### src/rtl/nf_trace_pkg.sv
// Shared types and helpers for the nanoFOX instruction-trace buffer.
// Optional stamp storage is enabled by defining NF_TRACE_STAMP_EN.
package nf_trace_pkg;

    typedef enum logic [1:0] {
        ST_IDLE = 2'b00,
        ST_PRE  = 2'b01,
        ST_POST = 2'b10,
        ST_DONE = 2'b11
    } trace_state_t;

    localparam logic [1:0] TRIG_IMM   = 2'b00;
    localparam logic [1:0] TRIG_PC    = 2'b01;
    localparam logic [1:0] TRIG_INSTR = 2'b10;

    localparam int REC_AW = 32;
    localparam int REC_DW = 32;
    localparam int REC_CW = 32;

    typedef struct packed {
        logic [REC_CW-1:0] stamp;
        logic [REC_AW-1:0] pc;
        logic [REC_DW-1:0] instr;
    } trace_rec_t;

    // Oldest-relative index to physical slot; caller truncates to the pointer width.
    function automatic logic [31:0] phys_addr(
        input logic [31:0] wr_ptr,
        input logic [31:0] count,
        input logic [31:0] idx
    );
        return wr_ptr - count + idx;
    endfunction

endpackage

### src/rtl/nf_trace_ram.sv
// Simple dual-port trace RAM: one write port, one registered read port.
// A read of the address being written returns the previous contents.
module nf_trace_ram
    import nf_trace_pkg::*;
#(
    parameter int DEPTH = 64,
    parameter int WIDTH = 64
) (
    input  logic                     clk,
    input  logic                     we,
    input  logic [$clog2(DEPTH)-1:0] waddr,
    input  logic [WIDTH-1:0]         wdata,
    input  logic [$clog2(DEPTH)-1:0] raddr,
    output logic [WIDTH-1:0]         rdata
);

    logic [WIDTH-1:0] mem_r [DEPTH];

    // Write port plus registered read (old data on collision)
    always_ff @(posedge clk) begin
        if (we) begin
            mem_r[waddr] <= wdata;
        end
        rdata <= mem_r[raddr];
    end

endmodule

### src/rtl/nf_trace_buf.sv
// Instruction-trace capture buffer for nanoFOX: circular record of retired
// instructions frozen after a trigger. Define NF_TRACE_STAMP_EN to store stamps.
module nf_trace_buf
    import nf_trace_pkg::*;
#(
    parameter int DEPTH = 64,
    parameter int AW    = 32,
    parameter int DW    = 32,
    parameter int CW    = 32
) (
    input  logic                     clk,
    input  logic                     resetn,
    input  logic                     cpu_en,
    input  logic [AW-1:0]            pc,
    input  logic [DW-1:0]            instr,
    input  logic                     arm,
    input  logic                     abort,
    input  logic [1:0]               mode,
    input  logic [AW-1:0]            trig_pc,
    input  logic [DW-1:0]            trig_val,
    input  logic [DW-1:0]            trig_mask,
    input  logic [CW-1:0]            post_cnt,
    input  logic [$clog2(DEPTH)-1:0] rd_idx,
    output logic [AW-1:0]            rd_pc,
    output logic [DW-1:0]            rd_instr,
    output logic [CW-1:0]            rd_stamp,
    output logic [1:0]               state,
    output logic [$clog2(DEPTH):0]   count,
    output logic                     done,
    output logic [CW-1:0]            commit_cnt
);

    localparam int IW   = $clog2(DEPTH);
    localparam int CNTW = IW + 1;
`ifdef NF_TRACE_STAMP_EN
    localparam int RW = CW + AW + DW;
`else
    localparam int RW = AW + DW;
`endif

    trace_state_t    state_r, state_n_s, cap_state_s;
    logic            cpu_en_r;
    logic            commit_s;
    logic            hit_s;
    logic            we_s;
    logic            done_r;
    logic            rd_zero_r;
    logic [IW-1:0]   wr_ptr_r, wr_ptr_n_s, cap_ptr_s, rd_addr_s;
    logic [CNTW-1:0] count_r, count_n_s, cap_count_s;
    logic [CW-1:0]   post_r, post_n_s, cap_post_s;
    logic [CW-1:0]   commit_cnt_r;
    logic [RW-1:0]   wdata_s, rdata_s;

    assign commit_s = cpu_en & ~cpu_en_r;

    // Trigger match for the instruction retiring this cycle
    always_comb begin
        hit_s = 1'b1;
        case (mode)
            TRIG_PC:    hit_s = (pc == trig_pc);
            TRIG_INSTR: hit_s = ((instr & trig_mask) == (trig_val & trig_mask));
            default:    hit_s = 1'b1;
        endcase
    end

    // Capture control: arm first rebases pointers, then the commit is applied on top
    always_comb begin
        state_n_s   = state_r;
        count_n_s   = count_r;
        wr_ptr_n_s  = wr_ptr_r;
        post_n_s    = post_r;
        we_s        = 1'b0;
        cap_state_s = state_r;
        cap_count_s = count_r;
        cap_ptr_s   = wr_ptr_r;
        cap_post_s  = post_r;
        if (abort) begin
            if ((state_r == ST_PRE) || (state_r == ST_POST)) begin
                state_n_s = ST_IDLE;
            end else begin
                state_n_s = state_r;
            end
        end else begin
            if (arm) begin
                cap_state_s = ST_PRE;
                cap_count_s = {CNTW{1'b0}};
                cap_ptr_s   = {IW{1'b0}};
                cap_post_s  = {CW{1'b0}};
            end else begin
                cap_state_s = state_r;
            end
            state_n_s  = cap_state_s;
            count_n_s  = cap_count_s;
            wr_ptr_n_s = cap_ptr_s;
            post_n_s   = cap_post_s;
            // Commits are stored only if capture was already running this cycle
            if (commit_s && ((state_r == ST_PRE) || (state_r == ST_POST))) begin
                we_s       = 1'b1;
                wr_ptr_n_s = cap_ptr_s + IW'(1);
                if (cap_count_s == CNTW'(DEPTH)) begin
                    count_n_s = cap_count_s;
                end else begin
                    count_n_s = cap_count_s + CNTW'(1);
                end
                case (cap_state_s)
                    ST_PRE: begin
                        if (hit_s) begin
                            if (post_cnt == {CW{1'b0}}) begin
                                state_n_s = ST_DONE;
                            end else begin
                                state_n_s = ST_POST;
                                post_n_s  = {CW{1'b0}};
                            end
                        end else begin
                            state_n_s = ST_PRE;
                        end
                    end
                    ST_POST: begin
                        post_n_s = cap_post_s + CW'(1);
                        if (post_n_s == post_cnt) begin
                            state_n_s = ST_DONE;
                        end else begin
                            state_n_s = ST_POST;
                        end
                    end
                    default: state_n_s = cap_state_s;
                endcase
            end else begin
                we_s = 1'b0;
            end
        end
    end

    // Control state, counters and read-masking flag
    always_ff @(posedge clk) begin
        if (!resetn) begin
            state_r      <= ST_IDLE;
            count_r      <= {CNTW{1'b0}};
            wr_ptr_r     <= {IW{1'b0}};
            post_r       <= {CW{1'b0}};
            commit_cnt_r <= {CW{1'b0}};
            cpu_en_r     <= 1'b0;
            done_r       <= 1'b0;
            rd_zero_r    <= 1'b1;
        end else begin
            state_r      <= state_n_s;
            count_r      <= count_n_s;
            wr_ptr_r     <= wr_ptr_n_s;
            post_r       <= post_n_s;
            commit_cnt_r <= commit_s ? (commit_cnt_r + CW'(1)) : commit_cnt_r;
            cpu_en_r     <= cpu_en;
            done_r       <= (state_n_s == ST_DONE);
            rd_zero_r    <= ({1'b0, rd_idx} >= count_r);
        end
    end

    assign rd_addr_s = IW'(phys_addr(32'(wr_ptr_r), 32'(count_r), 32'(rd_idx)));

`ifdef NF_TRACE_STAMP_EN
    assign wdata_s  = {commit_cnt_r, pc, instr};
    assign rd_stamp = rd_zero_r ? {CW{1'b0}} : rdata_s[RW-1 -: CW];
`else
    assign wdata_s  = {pc, instr};
    assign rd_stamp = {CW{1'b0}};
`endif

    nf_trace_ram #(
        .DEPTH (DEPTH),
        .WIDTH (RW)
    ) u_ram (
        .clk   (clk),
        .we    (we_s),
        .waddr (cap_ptr_s),
        .wdata (wdata_s),
        .raddr (rd_addr_s),
        .rdata (rdata_s)
    );

    // Out-of-range reads and post-reset reads are masked to zero
    assign rd_pc      = rd_zero_r ? {AW{1'b0}} : rdata_s[AW+DW-1:DW];
    assign rd_instr   = rd_zero_r ? {DW{1'b0}} : rdata_s[DW-1:0];
    assign state      = state_r;
    assign count      = count_r;
    assign done       = done_r;
    assign commit_cnt = commit_cnt_r;

endmodule

### config.mk
export PLATFORM = sky130hd
export DESIGN_NAME = nf_trace_buf
export DESIGN_NICKNAME = d
export VERILOG_FILES = /design/src/rtl/nf_trace_pkg.sv /design/src/rtl/nf_trace_ram.sv /design/src/rtl/nf_trace_buf.sv
export SDC_FILE = /design/constraint.sdc
export NUM_CORES = 2
export LEC_CHECK = 0
export CAP_MARGIN = 10
export CORE_MARGIN = 8
export CORE_UTILIZATION = 50
export DETAILED_ROUTE_END_ITERATION = 12
export PLACE_DENSITY_LB_ADDON = 0.2
export SYNTH_ARGS = -nofsm -noshare
export SYNTH_HDL_FRONTEND = slang
export SYNTH_SLANG_ARGS = --single-unit
export TNS_END_PERCENT = 20
### constraint.sdc
create_clock -name clk -period 10.4 [get_ports clk]
set_input_delay 1.56 -clock clk [delete_from_list [all_inputs] [get_ports clk]]
set_output_delay 1.56 -clock clk [all_outputs]
set_load 0.02 [all_outputs]
======== Word level (Yosys, flattened, before mapping) ========
Memory sizes are Yosys's and may differ from the RTL's. A register that Yosys moved wholly into a read port is not among the register bits.
Index checks and enable logic that the tools add are counted.
word-level totals
  bits in registers ....................... 82
  logic and storage cells ................. 64
  memory bits (writable) .................. 4096
  input port bits ......................... 205
  output and inout bits ................... 138
  memories kept ........................... 1
memory list
  memory       words  bits a word  read ports  clocked after Yosys merged registers in  wr ports  RTL line            text
  u_ram.mem_r  64     64           1           1                                        1         nf_trace_ram.sv:17  logic [WIDTH-1:0] mem_r [DEPTH];
cells by class
  reductions and logical operators ........ 3
  equality and inequality tests ........... 11
  bitwise gates (word level) .............. 4
  muxes and demuxes ....................... 30
  order comparisons ....................... 1
  $add $sub $neg .......................... 6
operators by type and width
  cell                     number
  $mux W32                 7
  $eq A32 B32 Y1           3
  $add A32 B1 Y32 const B  2
  $and A32 B32 Y32         2
  $pmux W32 S2             1
  $logic_not A32 Y1        1
  $mux W7                  4
  $mux W6                  4
  $mux W2                  6
  $eq A2 B2 Y1 const B     4
  $add A7 B1 Y7 const B    1
  $eq A7 B7 Y1 const B     1
  $ge A6 B7 Y1             1
  $add A6 B1 Y6 const B    1
  $add A6 B6 Y6            1
  $eq A2 B1 Y1 const B     3
  $mux W1                  6
  $sub A6 B6 Y6            1
  $pmux W2 S2              1
  $pmux W1 S2              1
  $and A1 B1 Y1            1
  $logic_and A1 B1 Y1      1
  $logic_or A1 B1 Y1       1
  $not A1 Y1               1

======== Depth between registers and ports, before layout ========
  word-level depth ........................ 9
  gate-level depth with buffers ........... 17
  gate-level depth less buffers ........... 12

======== Modules after synthesis ========
From an unflattened synthesis, not the netlist that was laid out.
second synthesis, totals
  cells, all modules ...................... 7631
  area total of the unflattened synthesis .. 164043.6 µm²
by module, submodules not included
  module        seq. area each (µm²)  area an instance (µm²)  instances  cells each
  nf_trace_ram  124279.2              156348.7                1          6598
  nf_trace_buf  1641.6                7694.9                  1          1033

======== Worst setup path before layout ========
No wires, ideal clock.
  path type ............................... input to register
  start point ............................. in arm
  end point ............................... mem u_ram.mem_r[44][0] (enable)
  path slack .............................. 0.943 ns
  setup time .............................. 0.645 ns
  data required time ...................... 9.755 ns
  arrival ................................. 8.812 ns
  stages .................................. 8
  path buffers ............................ 5
  path through ............................ clkbuf_1 buf_6 buf_6 clkbuf_1 clkbuf_1 nor2_1 nand4_1 nor4_1
between the ends
  longest elaborated chain between the ends .. 3
RTL lines
  what                  RTL line            text
  from (decl)           nf_trace_buf.sv:16  input logic arm,
  $mux W6               nf_trace_buf.sv:84  if (arm) begin
  $mux W6 (2 in a row)  nf_trace_buf.sv:77  if (abort) begin
  to (decl)             nf_trace_ram.sv:17
No other way between the ends. The select of a mux whose other input is x is not followed.

======== Worst setup path in the final report ========
  start point ............................. in abort
  end point ............................... mem u_ram.mem_r[51][18] (enable)
between the ends
  longest elaborated chain between the ends .. 3
  elaborated cells between the ends (all ways) .. 4
  classes of those cells .................. mux: 4
RTL lines
  what                           RTL line            text
  from (decl)                    nf_trace_buf.sv:17  input logic abort,
  $mux W1                        nf_trace_buf.sv:77
  $mux W1                        nf_trace_ram.sv:21  if (we) begin
  $mux W1 (not written as such)  nf_trace_ram.sv:22  mem_r[waddr] <= wdata;
Parallel ways exist; a longest one is shown, timed or not.

==> flow_metrics.tcl <==
set metrics [dict create \
    status "finished, final reports clean" \
    drc_errors 0 \
    synth_cells 7100 \
    tightest_slew_ps 1250 \
    dpl_cell_area_mm2 0.174 \
    worstPathArrival_ps 7070 \
    layout_setup_ws_ps 3910 \
    cpMaxStageDelayCell "nor2_4" \
    grt_overflow_total 0 \
    ys_ff_latch 4242 \
    clk_latency_ps 990 \
    hold_viol 0 \
    fillCellCount 23700 \
    worstHoldPathCells 2 \
    start_util 0.502 \
    critPathMaxFanout 27 \
    avgSynthCellArea_um2 23.1 \
    clk_pin_slew_ps 60 \
    layout.nets 7957 \
    cts_tree "done" \
    rsz0062_at_grt "false" \
    reg2reg_from "wr_ptr_r[0]" \
    port_buffers 310 \
    worst_r2r_endpoint "u_ram.rdata[60]" \
    post_cts_buffers 0 \
    place_ws_ps 3030 \
    fp.dieH_um 589 \
    grt_antenna_before_repair 38 \
    yosys.cell_types.count 80 \
    cts-resized-gates 0 \
    vias 80900 \
    slew_viol_final 0 \
    min_from "post_r[17]" \
    clock_sinks 4242 \
    end_kind "register" \
    drt_first_iter_violations 10400 \
    syn_area_mm2 0.164 \
    post_drt_wl_per_cell_um 36.8 \
    clockBufferDepth 4 \
    critPathKind "in -> reg" \
    ant_nets 0 \
    startpoint_type "input port" \
    final_common_cell "edfxtp_1" \
    min_path_type "reg -> reg" \
    drive_gt1_frac 0.281 \
    hold_end "post_r[17]" \
    max_freq_ghz 0.154 \
    r2r_slack_ps 4570 \
    synth_edf_count 4096 \
    slew_headroom 0.164 \
    ir_drop_mv 0.158 \
    ys.flop_type "edfxtp_1" \
    yosysSeqAreaShare 0.767 \
    cap_violations 0 \
    ys_warn_count 0 \
    die_w_um 589 \
    cts_root_buffer "clkbuf_16" \
    period_share 0.624 \
    grt_pass1_vias 81400 \
    finalSetupTns_ps 0 \
    fin_area_mm2 0.187 \
    track_usage 0.259 \
    cts_buffers 427 \
    first_pass_iters 6 \
    htree_levels 5 \
    grt_max_degree 117 \
    ios 343 \
    async_reset_ff_frac 0 \
    area_growth_pct 14.0 \
    cpPeakStageDelay_ps 1160 \
    fp.coreArea_mm2 0.327 \
    hold_buffers 0 \
    place_congestion 0.896 \
    crit_chain "clkdlybuf4s50_1 -> clkinv_1 -> nand2_1 -> nand3_1 -> nor2_4 -> buf_4" \
    rr_worst_depth 12 \
    mostFrequentLayoutCells "edfxtp_1, mux4_2, clkbuf_16" \
    routed_wirelength_mm 458 \
    row_count 210 \
    fin_skew_ps 59.7 \
    finalCriticalPeriod_ps 6490 \
    dp.final_hpwl_mm 251 \
    setup_viol 0 \
    p_per_area_mw_per_mm2 199 \
    p_leak_nw 58.1 \
    dieArea_mm2 0.347 \
    viasPerCell 6.50 \
    required_ps 10980 \
    grt_pass1_wl_mm 635 \
]
[worst max path at each step]
stage,startpoint,endpoint,cells after the start
after detailed placement,rd_idx[1],u_ram.rdata[39],11
after floorplan,arm,u_ram.mem_r[44][0],8
after global routing,abort,u_ram.mem_r[51][12],6
final,abort,u_ram.mem_r[51][18],6
after global placement,rd_idx[1],u_ram.rdata[39],11
after CTS,rd_idx[1],u_ram.rdata[39],11
[critical path: cells and delay by family]
family                 cells  cell delay (ps)
buffers and inverters      3             2640
AND/OR/NAND/NOR            3             2790
[area by class of cell]
type	instances	area (um^2)	area share
Tap cell	4346	5440	0.0291
Inverter	46	173	0.000923
Antenna cell	8	20.0	0.000107
Clock buffer	544	11400	0.0607
Sequential cell	4242	126000	0.673
Clock inverter	256	2190	0.0117
Multi-Input combinational cell	2448	37000	0.198
Timing Repair Buffer	560	5030	0.0269
[registers in the layout, indices dropped and copies added, names as in the netlist]
| name | cells |
|---|---|
| u_ram.mem_r | 4096 |
| u_ram.rdata | 64 |
| commit_cnt | 32 |
| post_r | 32 |
| count | 7 |
| wr_ptr_r | 6 |
| state | 2 |
| cpu_en_r | 1 |
| done | 1 |
| rd_zero_r | 1 |
[cell families after synthesis]
group,synth area share
DFF,0.767
muxes,0.180
and+or+nand+nor,0.0202
buffers and inverters,0.0112
AOI/OAI and AO/OA,0.0119
xor gates and xnor gates,0.00720
adders and majority gates,0.00229
other,0.0000229
[layer usage]
metal / global-route usage / vias up / routed length [um]
li1: - / 31500 / -
met1: 0.374 / 44300 / 183000
met2: 0.410 / 4354 / 217000
met3: 0.0486 / 770 / 42700
met4: 0.0755 / 10 / 15200
met5: 0 / - / 73
[where the power goes]
part           total, W  internal, W  switching (W)
clock network    0.0149      0.00844        0.00650
registers        0.0191       0.0188       0.000215
logic           0.00332      0.00143        0.00190
total            0.0373       0.0287        0.00861
[synthesized netlist by cell type, types with 4 or more instances]
| cell | instances | area share |
|---|---|---|
| nand3b_1 | 4 | 0.00018 |
| inv_1 | 45 | 0.0010 |
| xor2_1 | 80 | 0.0043 |
| buf_2 | 17 | 0.00052 |
| dfxtp_1 | 146 | 0.018 |
| nor4_1 | 22 | 0.00084 |
| nand2_1 | 79 | 0.0018 |
| clkbuf_1 | 247 | 0.0056 |
| fa_1 | 5 | 0.00061 |
| xnor2_1 | 55 | 0.0029 |
| ha_1 | 22 | 0.0017 |
| nand3_1 | 48 | 0.0015 |
| nand4_1 | 32 | 0.0012 |
| o2bb2ai_1 | 7 | 0.00037 |
| or3_1 | 14 | 0.00053 |
| buf_1 | 92 | 0.0021 |
| nand2b_1 | 14 | 0.00053 |
| mux4_2 | 1280 | 0.18 |
| a22o_1 | 4 | 0.00021 |
| edfxtp_1 | 4096 | 0.75 |
| nor3_1 | 34 | 0.0010 |
| a22oi_1 | 14 | 0.00064 |
| a31oi_1 | 18 | 0.00069 |
| and4b_1 | 5 | 0.00030 |
| nor2b_1 | 157 | 0.0060 |
| and3_1 | 11 | 0.00042 |
| a211oi_1 | 68 | 0.0031 |
| a21o_1 | 7 | 0.00032 |
| and4_1 | 6 | 0.00032 |
| nor2_1 | 118 | 0.0027 |
| a21boi_0 | 10 | 0.00046 |
| a21oi_1 | 97 | 0.0030 |
| buf_4 | 34 | 0.0016 |
| mux2i_1 | 69 | 0.0042 |
| and2_1 | 38 | 0.0014 |
| o21ai_0 | 35 | 0.0011 |
| nand4b_1 | 4 | 0.00021 |
| or4_1 | 4 | 0.00018 |
[metrics by stage]
stage	utilization	hold WS, ps	instances	power, W
after floorplan	-	464	7131	0.0212
after global placement	0.531	492	11600	0.0228
after detailed placement	0.531	507	11600	0.0228
after CTS	0.572	517	12400	0.0376
after global routing	0.573	537	12400	0.0383
final	0.573	520	12500	0.0373
Note: power is estimated with default switching activity, not from simulation.
